<file path="config.mk">
export PLATFORM = sky130hd
export DESIGN_NAME = adsr_env_poly
export DESIGN_NICKNAME = d
export VERILOG_FILES = /design/src/rtl/adsr_env_poly_pkg.sv /design/src/rtl/adsr_env_poly_env_voice.sv /design/src/rtl/adsr_env_poly.sv
export SDC_FILE = /design/constraint.sdc
export NUM_CORES = 1
export LEC_CHECK = 0
export ABC_CLOCK_PERIOD_IN_PS = 22000
export BUFFER_PORTS_ARGS = -buffer_cell sky130_fd_sc_hd__buf_4
export CORE_MARGIN = 2
export CORE_UTILIZATION = 50
export DETAILED_ROUTE_END_ITERATION = 10
export GPL_TIMING_DRIVEN = 1
export PLACE_DENSITY = 0.68
export REMOVE_ABC_BUFFERS = 1
export SYNTH_ARGS = -nofsm -noshare
export SYNTH_HDL_FRONTEND = slang
export SYNTH_SLANG_ARGS = --single-unit
export TNS_END_PERCENT = 20
</file>
<file path="constraint.sdc">
create_clock -name clk -period 22 [get_ports clk]
set_input_delay 6.6 -clock clk [delete_from_list [all_inputs] [get_ports clk]]
set_output_delay 6.6 -clock clk [all_outputs]
set_load 0.05 [all_outputs]
</file>
<file path="src/rtl/adsr_env_poly_pkg.sv">
// adsr_env_poly_pkg: envelope state encoding and saturating step helper
package adsr_env_poly_pkg;
    typedef enum logic [2:0] {
        IDLE    = 3'd0,
        ATTACK  = 3'd1,
        DECAY   = 3'd2,
        SUSTAIN = 3'd3,
        RELEASE = 3'd4
    } env_state_t;

    // Moves a by b toward lim without passing it; 32-bit math keeps AMP_W+1 headroom.
    function automatic logic [31:0] sat_step(input logic [31:0] a, input logic [31:0] b,
                                             input logic [31:0] lim, input logic up);
        return up ? ((a + b >= lim) ? lim : a + b) : ((a <= lim + b) ? lim : a - b);
    endfunction
endpackage

</file>
<file path="src/rtl/adsr_env_poly_env_voice.sv">
// env_voice: one ADSR envelope FSM with its amplitude register
module env_voice
    import adsr_env_poly_pkg::*;
#(
    parameter int AMP_W = 8
) (
    input  logic             clk,
    input  logic             reset,
    input  logic             tick,
    input  logic             gate,
    input  logic [AMP_W-1:0] attack,
    input  logic [AMP_W-1:0] decay,
    input  logic [AMP_W-1:0] sus_eff,
    input  logic [AMP_W-1:0] rel,
    input  logic [AMP_W-1:0] max_amplitude,
    output logic [AMP_W-1:0] amplitude,
    output logic             active
);
    env_state_t state, state_n;
    logic [AMP_W-1:0] amp_n;
    logic gate_q, rise;
    logic [31:0] att_v, dec_v, rel_v;
    assign rise = gate & ~gate_q;
    // A zero rate means "jump straight to the endpoint": a step of 2^AMP_W always reaches it.
    assign att_v = sat_step(32'(amplitude), attack == '0 ? 32'(max_amplitude) : 32'(attack),
                            32'(max_amplitude), 1'b1);
    assign dec_v = sat_step(32'(amplitude), decay == '0 ? 32'd1 << AMP_W : 32'(decay),
                            32'(sus_eff), 1'b0);
    assign rel_v = sat_step(32'(amplitude), rel == '0 ? 32'd1 << AMP_W : 32'(rel), '0, 1'b0);
    always_comb begin
        state_n = state;
        amp_n   = amplitude;
        if (rise)
            state_n = ATTACK;
        else if (!gate && (state == ATTACK || state == DECAY || state == SUSTAIN))
            state_n = RELEASE;
        else if (tick)
            case (state)
                IDLE:    amp_n = '0;
                ATTACK: begin
                    amp_n   = AMP_W'(att_v);
                    state_n = att_v == 32'(max_amplitude) ? DECAY : ATTACK;
                end
                DECAY: begin
                    amp_n   = AMP_W'(dec_v);
                    state_n = dec_v == 32'(sus_eff) ? SUSTAIN : DECAY;
                end
                SUSTAIN: amp_n = sus_eff;
                RELEASE: begin
                    amp_n   = AMP_W'(rel_v);
                    state_n = rel_v == '0 ? IDLE : RELEASE;
                end
                default: begin
                    amp_n   = '0;
                    state_n = IDLE;
                end
            endcase
    end
    always_ff @(posedge clk) begin
        if (reset) begin
            state     <= IDLE;
            amplitude <= '0;
            gate_q    <= 1'b0;
            active    <= 1'b0;
        end else begin
            state     <= state_n;
            amplitude <= amp_n;
            gate_q    <= gate;
            active    <= state_n != IDLE;
        end
    end
endmodule

</file>
<file path="src/rtl/adsr_env_poly.sv">
// adsr_env_poly: multi-voice ADSR envelope generator sharing one rate tick
module adsr_env_poly
    import adsr_env_poly_pkg::*;
#(
    parameter int VOICES   = 4,
    parameter int AMP_W    = 8,
    parameter int TICK_DIV = 50000
) (
    input  logic                    clk,
    input  logic                    reset,
    input  logic [VOICES-1:0]       gate,
    input  logic [AMP_W-1:0]        attack,
    input  logic [AMP_W-1:0]        decay,
    input  logic [AMP_W-1:0]        sustain,
    input  logic [AMP_W-1:0]        rel,
    input  logic [AMP_W-1:0]        max_amplitude,
    output logic [VOICES*AMP_W-1:0] amplitude,
    output logic [VOICES-1:0]       active
);
    localparam int CW = TICK_DIV > 1 ? $clog2(TICK_DIV) : 1;
    logic [CW-1:0] cnt;
    logic tick;
    logic [AMP_W-1:0] sus_eff;
    assign tick    = cnt == CW'(TICK_DIV - 1);
    assign sus_eff = sustain < max_amplitude ? sustain : max_amplitude;
    always_ff @(posedge clk) begin
        if (reset || tick)
            cnt <= '0;
        else
            cnt <= cnt + CW'(1);
    end
    for (genvar g = 0; g < VOICES; g++) begin : g_voice
        env_voice #(.AMP_W(AMP_W)) u_voice (
            .clk          (clk),
            .reset        (reset),
            .tick         (tick),
            .gate         (gate[g]),
            .attack       (attack),
            .decay        (decay),
            .sus_eff      (sus_eff),
            .rel          (rel),
            .max_amplitude(max_amplitude),
            .amplitude    (amplitude[g*AMP_W +: AMP_W]),
            .active       (active[g])
        );
    end
endmodule
</file>
After elaboration in Yosys (flattened, before gate mapping)
Cells that the tools add are included.
Operators by class
  add/subtract/negate cells: 14
  multiply operators: 0
  divide/modulo/power cells: 0
  $lt $le $gt $ge: 13
  eq/ne operators: 25
  shift operators: 0
  muxes and demuxes: 48
  bitwise gates (word level): 16
  reductions and logical operators: 40
Operators by type and width (count)
  $mux 32: 12
  $eq 32x8->1: 8
  $le 8x32->1: 8
  $sub 8x32->32: 6
  $add 8x32->32: 4
  $ge 32x8->1: 4
  $logic_not 32->1: 4
  $pmux 8 s4: 4
  $mux 3: 16
  $pmux 3 s4: 4
  $eq 3x2->1 const B: 8
  $logic_not 8->1: 3
  $sub 8x9->10: 2
  $mux 9: 2
  $add 16x1->16 const B: 1
  $eq 16x16->1 const B: 1
  $mux 8: 2
  $eq 3x1->1 const B: 4
  $eq 3x3->1 const B: 4
  $logic_not 3->1: 4
  $not 1->1: 12
  $reduce_and 3->1: 4
  $reduce_bool 3->1: 4
  $add 8x9->10: 1
  other kinds (8): 34
Word-level totals
  register bits: 68
  latch bits: 0
  memory bits (writable): 0
  bits in read-only memories: 0
  output and inout port bits: 36
  memories kept: 0

Logic depth before layout (Yosys ltp)
Gate-level depths: netlist (run 1).
  depth in word-level cells: 12
  mapped depth: 25
  gate-level depth less buffers: 21

Modules after synthesis
From an unflattened synthesis (run 1), not the netlist that was laid out.
Second synthesis, totals
  cell total of the unflattened synthesis: 1864
  area total of the unflattened synthesis: 13952.1 um^2
By module, submodules not included
  env_voice (g_voice[2].u_voice): instances 1, cells each 446, area an instance 3344.5 um^2, sequential area each 260.2 um^2
  env_voice (g_voice[0].u_voice): instances 1, cells each 434, area an instance 3263.1 um^2, sequential area each 260.2 um^2
  env_voice (g_voice[1].u_voice): instances 1, cells each 446, area an instance 3260.6 um^2, sequential area each 260.2 um^2
  env_voice (g_voice[3].u_voice): instances 1, cells each 423, area an instance 3078.0 um^2, sequential area each 260.2 um^2
  adsr_env_poly: instances 1, cells each 115, area an instance 1006.0 um^2, sequential area each 320.3 um^2

Worst setup path after synthesis (run 1)
Ideal clock, no wire load.
  path kind: input to register
  start point: input port max_amplitude[7]
  end point: register g_voice[1].u_voice.amplitude[3]
  library setup time: 122 ps
  arrival time: 11382 ps
  required time: 21878 ps
  slack: 10496 ps
  stages on the path: 25
  path buffers: 4
  cells stage by stage: buf_2 -> inv_2 -> ha_1 -> a21oi_1 -> buf_2 -> and3_1 -> a221oi_1 -> and3_1 -> clkbuf_1 -> inv_1 -> ha_1 -> fa_1 -> a21o_1 -> a21oi_1 -> xor2_1 -> ha_1 -> o2111ai_1 -> o211ai_1 -> o221ai_1 -> a21bo_1 -> a21oi_1 -> nand2b_1 -> and3_1 -> clkbuf_1 -> a221o_1
Between the ends
  word-level cells in the longest chain between the ends: 6
  elaborated cells on any way between the ends: 10
  classes of those cells: add/sub (2); order compare (3); mux (5)
Ends and longest elaborated chain
  start, declared: RTL line adsr_env_poly.sv:16  | input logic [AMP_W-1:0] max_amplitude,
  $lt 8x8->1: RTL line adsr_env_poly.sv:25  | assign sus_eff = sustain < max_amplitude ? sustain : max_amplitude;
  $mux 8: RTL line adsr_env_poly.sv:25
  $add 8x9->10: RTL line adsr_env_poly_pkg.sv:14  | return up ? ((a + b >= lim) ? lim : a + b) : ((a <= lim + b) ? lim : a - b);
  $le 8x32->1: RTL line adsr_env_poly_pkg.sv:14
  $mux 32: RTL line adsr_env_poly_pkg.sv:14
  $pmux 8 s4 *: RTL line adsr_env_poly_env_voice.sv:38  | case (state)
  end signal, assigned: RTL line adsr_env_poly_env_voice.sv:67  | amplitude <= amp_n;
  end, declared: RTL line adsr_env_poly_env_voice.sv:16  | output logic [AMP_W-1:0] amplitude,
Mark *: on every way between the ends. The rest lies on a longest branch, timed or not.
A chain may end at the register's enable or synchronous reset.

Worst setup path after layout (run 1)
  start point: input port max_amplitude[7]
  end point: register g_voice[1].u_voice.amplitude[4]
The elaborated chain is that of the path after synthesis.

==> results of run 1 <==
==> cell usage after synthesis (7+ instances only) <==
cell,number
a2bb2oi_1,8
o211ai_1,27
buf_2,13
nand2b_1,30
nor2_1,127
nor3_1,43
or3_1,16
and3_1,23
nor2b_1,46
buf_4,7
xnor2_1,101
o21bai_1,8
fa_1,13
nand2_1,113
dfxtp_1,68
nand4_1,23
o2111ai_1,13
a31oi_1,16
a21o_1,41
inv_2,7
o21ai_1,11
ha_1,173
clkbuf_1,50
a221oi_1,17
a21oi_1,101
o221ai_1,16
xor2_1,30
a211oi_1,16
mux2i_1,40
or2_2,8
nor4_1,15
nand3_1,44
o21a_1,29
o21ai_0,60
inv_1,89
a22oi_1,11
nor3b_1,12
o31ai_1,12
==> per-stage QoR <==
stage,hold WS (ns),std cells,setup slack (ns),cell area (µm²),power (mW)
final,0.453,1978,9.46,13500,0.537
after global routing,0.492,1978,9.19,13500,0.561
after CTS,0.456,1978,9.70,13500,0.530
after detailed placement,0.441,1962,9.33,13200,0.374
after global placement,0.433,1962,9.50,13200,0.371
after floorplan,0.418,1553,10.70,12100,0.301
==> kinds of logic (layout without fill, tap and decap cells) <==
| group | Yosys count | in the layout | synth area share, % |
|---|---|---|---|
| AO/OA/AOI/OAI | 472 | 472 | 27.0 |
| adder cells (fa/ha/maj) | 189 | 189 | 19.7 |
| buffers and inverters | 169 | 198 | 5.44 |
| AND/OR/NAND/NOR | 543 | 543 | 22.8 |
| multiplexers | 47 | 47 | 3.87 |
| flip-flops | 68 | 68 | 10.9 |
| XOR/XNOR | 137 | 137 | 10.2 |
==> worst max-delay path, stage by stage <==
cell and delay, ns:
buf_4 0.24, inv_2 0.19, ha_1 0.38, a21oi_1 0.82
o221ai_1 0.21, nor3_1 0.68, inv_2 0.28, ha_1 0.51
and3_1 0.21, a221oi_2 0.08, xnor2_1 1.02, o221ai_1 0.21
a21bo_1 0.26, a21oi_1 0.28, nand2b_1 0.15, and3_1 0.29
a221o_1 0.32
==> layer usage <==
metal / up-vias / global-route usage [%]
met1: 6144 / 47.4
met5: - / 0
met4: 0 / 11.5
met3: 112 / 7.48
li1: 6093 / -
met2: 665 / 52.8
==> power by group through the flow <==
stage,Clock (mW),Sequential [mW],Combinational [mW]
3_3_place_gp,0,0.131,0.240
6_report,0.156,0.128,0.253
4_1_cts,0.157,0.128,0.245
5_1_grt,0.162,0.128,0.271
2_1_floorplan,0,0.132,0.169
3_5_place_dp,0,0.131,0.243
==> flip-flops by register name (all words and copies together), names as in the netlist <==
| register | cells |
|---|---|
| g_voice.u_voice.amplitude | 32 |
| cnt | 16 |
| g_voice.u_voice.state | 12 |
| g_voice.u_voice.active | 4 |
| g_voice.u_voice.gate_q | 4 |
==> final timing paths <==
path	slack, ns	endpoint	start	depth (start not counted)
min	0.45	cnt[0]	cnt[0]	1
max	9.46	g_voice[1].u_voice.amplitude[4]	max_amplitude[7]	17
max reg2reg	17.24	g_voice[1].u_voice.amplitude[5]	g_voice[1].u_voice.amplitude[1]	16
min reg2reg	0.45	cnt[0]	cnt[0]	1
==> cell type report <==
type | count | area, µm² | area share (%)
clock buffers | 9 | 225 | 1.67
multi-input cells | 1388 | 10400 | 77.2
flip-flops and latches | 68 | 1360 | 10.1
inverters | 97 | 364 | 2.70
clock inverters | 7 | 82.6 | 0.612
repair buffers | 85 | 638 | 4.73
well taps | 324 | 405 | 3.01
==> metrics.yaml, run 1 <==
sta:
  finalMaxSlewViolations: 0
  fmax_ghz: 0.0798
  slew_headroom_pct: 12.0
  final.setup.tns_ns: 0
  min_period_over_period_pct: 57.0
  period_needed_ns: 12.54
  grt_setup_unrepaired: "no"
  fin_skew_ns: 0.00620
  worst_pin_slew_ns: 1.31
  setup_viol: 0
  finalHoldViolations: 0
synth:
  synth_edf_count: 0
  synth.distinct_cells: 109
  synthTopCellsByArea: "ha_1, dfxtp_1, xnor2_1"
  netlist_instances: 1625
  yosysTopAreaCell: "ha_1"
  synth_area_per_cell_um2: 7.66
  synth_seq_area_share_pct: 10.9
  ys_warn_count: 0
  async_flop_share_pct: 0
  synth-seq-cells: 68
  synthFlopType: "dfxtp_1"
  yosysTopAreaCellShare_pct: 17.4
  syn_area_um2: 12500
clock_tree:
  h-tree-depth: 3
  numCtsBuffers: 9
  cts_root_buf: "clkbuf_16"
  clkTransAtPathRegs_ns: 0.07
  cts_tree: "built"
  cts_hold_buf: 0
  insertion_delay_ns: 0.36
  cts_post_setup_buffers_inserted: 0
  cts_sinks: 68
  cts_buffer_depth: 2
  ctsResizeCount: 0
pwr:
  p_seq_share_pct: 23.8
  peakVddDrop_mv: 0.0278
  p_sw_share_pct: 42.4
  pwr-share-comb_pct: 47.1
  power_leakage_nw: 5.85
  power.density_nw_per_um2: 39.8
  clock_power_share_pct: 29.1
  switchingPower_mw: 0.227
  internal_power_mw: 0.310
grt:
  track_usage_pct: 34.3
  grt_start_max_net_pins: 24
  grt_pass1_vias: 11900
  grt_pass1_wl_um: 69100
  antenna_found_initial: 0
  grt-ovfl-total: 0
setup_path:
  start_kind: "primary input"
  cp-end-kind: "flip-flop"
  cp.arrival_ns: 12.78
  cp.required_ns: 22.25
  critical_path_class: "primary input to flip-flop"
  crit_fanout: 19
floorplan:
  num_rows: 57
  initial_core_util_pct: 51.0
  fp.dieArea_um2: 26200
  die_y_um: 162
  coreArea_um2: 24400
  ios: 82
  die_w_um: 162
final_layout:
  finish.utilization_pct: 55.3
  antenna_cells: 0
  drive_above_1_share_pct: 9.43
  final_nets: 1881
  area_growth_pct: 8.34
  mostFrequentLayoutCells: "ha_1, nor2_1, nand2_1"
  final_common_cell: "ha_1"
  fill_cells: 2349
place:
  place.gp.congestion: 1.00
  dp.final_hpwl_um: 35500
  port_buffers: 81
min_path:
  hp-class: "flip-flop to flip-flop"
route:
  drt_pass1_iterations: 5
  num_vias: 13000
  ant_nets: 0
  wl_met2_um: 19600
  drc: 0
  drt-met1-wl_um: 19500
  drt-total-wl_um: 45800
  viasPerCell: 6.58
  dr_wl_met3_um: 5170
  drtIter0Drc: 1253
  topRoutingLayerUsed: "met4"
  wl_per_cell_um: 23.2
job:
  maxCapViolCount: 0
outcome:
  run_status: "complete, no violations"
Power figures use the tool's default switching activity.
==> run 2, diff against run 1 <==
Settings changed: ABC_CLOCK_PERIOD_IN_PS 22000 to 11150, PLACE_DENSITY 0.68 to 0.7.
Clock period 22 ns to 11.15 ns, I/O delays scaled along.
==> metrics.yaml, run 2 (synthesis gave the netlist of run 1 again) <==
sta:
  period_needed_ns: 9.16
  min_period_over_period_pct: 82.2
  finalMaxSlewViolations: 0
  grt_setup_unrepaired: "no"
  setup_viol: 0
  slew_headroom_pct: 22.8
  final.setup.tns_ns: 0
  layout_setup_ws_ns: 1.99
  worst_pin_slew_ns: 1.15
  fmax_ghz: 0.109
  fin_skew_ns: 0.0105
  finalHoldViolations: 0
grt:
  grt_pass1_wl_um: 69200
  antenna_found_initial: 0
  grt_pass1_vias: 12200
  grt_start_max_net_pins: 24
  track_usage_pct: 34.3
  grt-ovfl-total: 0
clock_tree:
  cts_buffer_depth: 2
  cts_hold_buf: 0
  ctsResizeCount: 0
  clkTransAtPathRegs_ns: 0.07
  cts_sinks: 68
  cts_post_setup_buffers_inserted: 0
  h-tree-depth: 3
  numCtsBuffers: 9
  insertion_delay_ns: 0.36
  cts_root_buf: "clkbuf_16"
  cts_tree: "built"
setup_path:
  start_kind: "primary input"
  crit_fanout: 19
  slowest_delay_ns: 0.86
  critPathMostFrequentCell: "ha_1"
  path_cells: "buf_4 > inv_2 > ha_1 > a21oi_1 > o221ai_1 > nor3_1 > inv_2 > ha_1 > clkinv_1 > o31ai_1 > xnor2_1 > ha_1 > and2_1 > a41o_1 > o211ai_2 > nor2_1 > a221oi_1 > o221ai_1"
  critPathSlowestCell: "a21oi_1"
  critical_path_class: "primary input to flip-flop"
  ff2ff_path_depth: 16
  cp.required_ns: 11.38
  cp-end-kind: "flip-flop"
  cp.arrival_ns: 9.39
place:
  dp.final_hpwl_um: 35900
  preCtsSetupSlack_ns: 1.78
  place.gp.congestion: 0.990
  port_buffers: 81
route:
  dr_wl_met3_um: 4690
  ant_nets: 0
  drt-total-wl_um: 45600
  drc: 0
  wl_per_cell_um: 23.0
  drt_pass1_iterations: 5
  drt-met1-wl_um: 19400
  drtIter0Drc: 1227
  wl_met2_um: 19200
  num_vias: 12900
  viasPerCell: 6.52
  topRoutingLayerUsed: "met4"
floorplan:
  coreArea_um2: 24400
  ios: 82
  num_rows: 57
  die_w_um: 162
  die_y_um: 162
  initial_core_util_pct: 51.0
  fp.dieArea_um2: 26200
pwr:
  switchingPower_mw: 0.448
  power.density_nw_per_um2: 78.6
  p_seq_share_pct: 23.8
  power_mw: 1.06
  peakVddDrop_mv: 0.0556
  p_sw_share_pct: 42.3
  pwr-share-comb_pct: 46.9
  clock_power_share_pct: 29.3
  internal_power_mw: 0.612
  power_leakage_nw: 5.85
final_layout:
  antenna_cells: 0
  fill_cells: 2365
  drive_above_1_share_pct: 9.43
  top_regs: "g_voice.u_voice.amplitude (32), cnt (16), g_voice.u_voice.state (12)"
  regArea_um2: 1360
  area_growth_pct: 8.33
  largest_reg_flops: 32
  mostFrequentLayoutCells: "ha_1, nor2_1, nand2_1"
  multi_input_area_um2: 10400
  final_nets: 1881
  final_common_cell: "ha_1"
  largest-register: "g_voice.u_voice.amplitude"
outcome:
  run_status: "complete, no violations"
job:
  maxCapViolCount: 0
min_path:
  hp-class: "flip-flop to flip-flop"
  worstHoldPathCells: 1
## run 2: changes by cell type in the layout (fill, tap and decap cells not counted)
cell        delta
inv_6          +1
clkinv_4       -2
clkinvlp_4     +1
## run 2: worst paths after layout
check	from	end	slack [ns]
min reg2reg	cnt[0]	cnt[0]	0.45
min	cnt[0]	cnt[0]	0.45
max	max_amplitude[7]	g_voice[0].u_voice.amplitude[3]	1.99
max reg2reg	g_voice[2].u_voice.amplitude[1]	g_voice[2].u_voice.amplitude[4]	6.25
## run 2: power by group through the flow
stage | Clock [mW] | Combinational, mW | Sequential (mW)
final | 0.311 | 0.497 | 0.252
after global routing | 0.321 | 0.535 | 0.253
after CTS | 0.312 | 0.484 | 0.252
after detailed placement | 0 | 0.481 | 0.258
after global placement | 0 | 0.475 | 0.258
after floorplan | 0 | 0.334 | 0.261
## run 2: final cells by class
| cell class | count | area share (%) |
|---|---|---|
| multi-input cells | 1388 | 77.2 |
| clock buffers | 9 | 1.67 |
| clock inverters | 7 | 0.603 |
| inverters | 97 | 2.70 |
| repair buffers | 85 | 4.73 |
| flip-flops and latches | 68 | 10.1 |
| well taps | 324 | 3.01 |
## run 2: worst max-delay path: cells and delay by family
kind	cells	cell delay (ns)
compound gates	7	2.53
fa+ha+maj	3	1.22
simple gates	3	0.99
buf+inv	4	0.96
xor+xnor	1	0.32
## run 2: metal layers
layer	up-vias	track usage, %
met5	-	0
met4	0	16.5
met3	129	6.82
met2	630	52.2
met1	6063	46.3
li1	6080	-
## run 2: through the flow
stage | hold WS (ns) | util, % | std cells | cell area [µm²]
6_report | 0.453 | 55.3 | 1978 | 13500
5_1_grt | 0.485 | 55.3 | 1978 | 13500
3_3_place_gp | 0.434 | 54.0 | 1962 | 13200
4_1_cts | 0.458 | 55.3 | 1978 | 13500
2_1_floorplan | 0.418 | - | 1553 | 12100
3_5_place_dp | 0.443 | 54.0 | 1962 | 13200
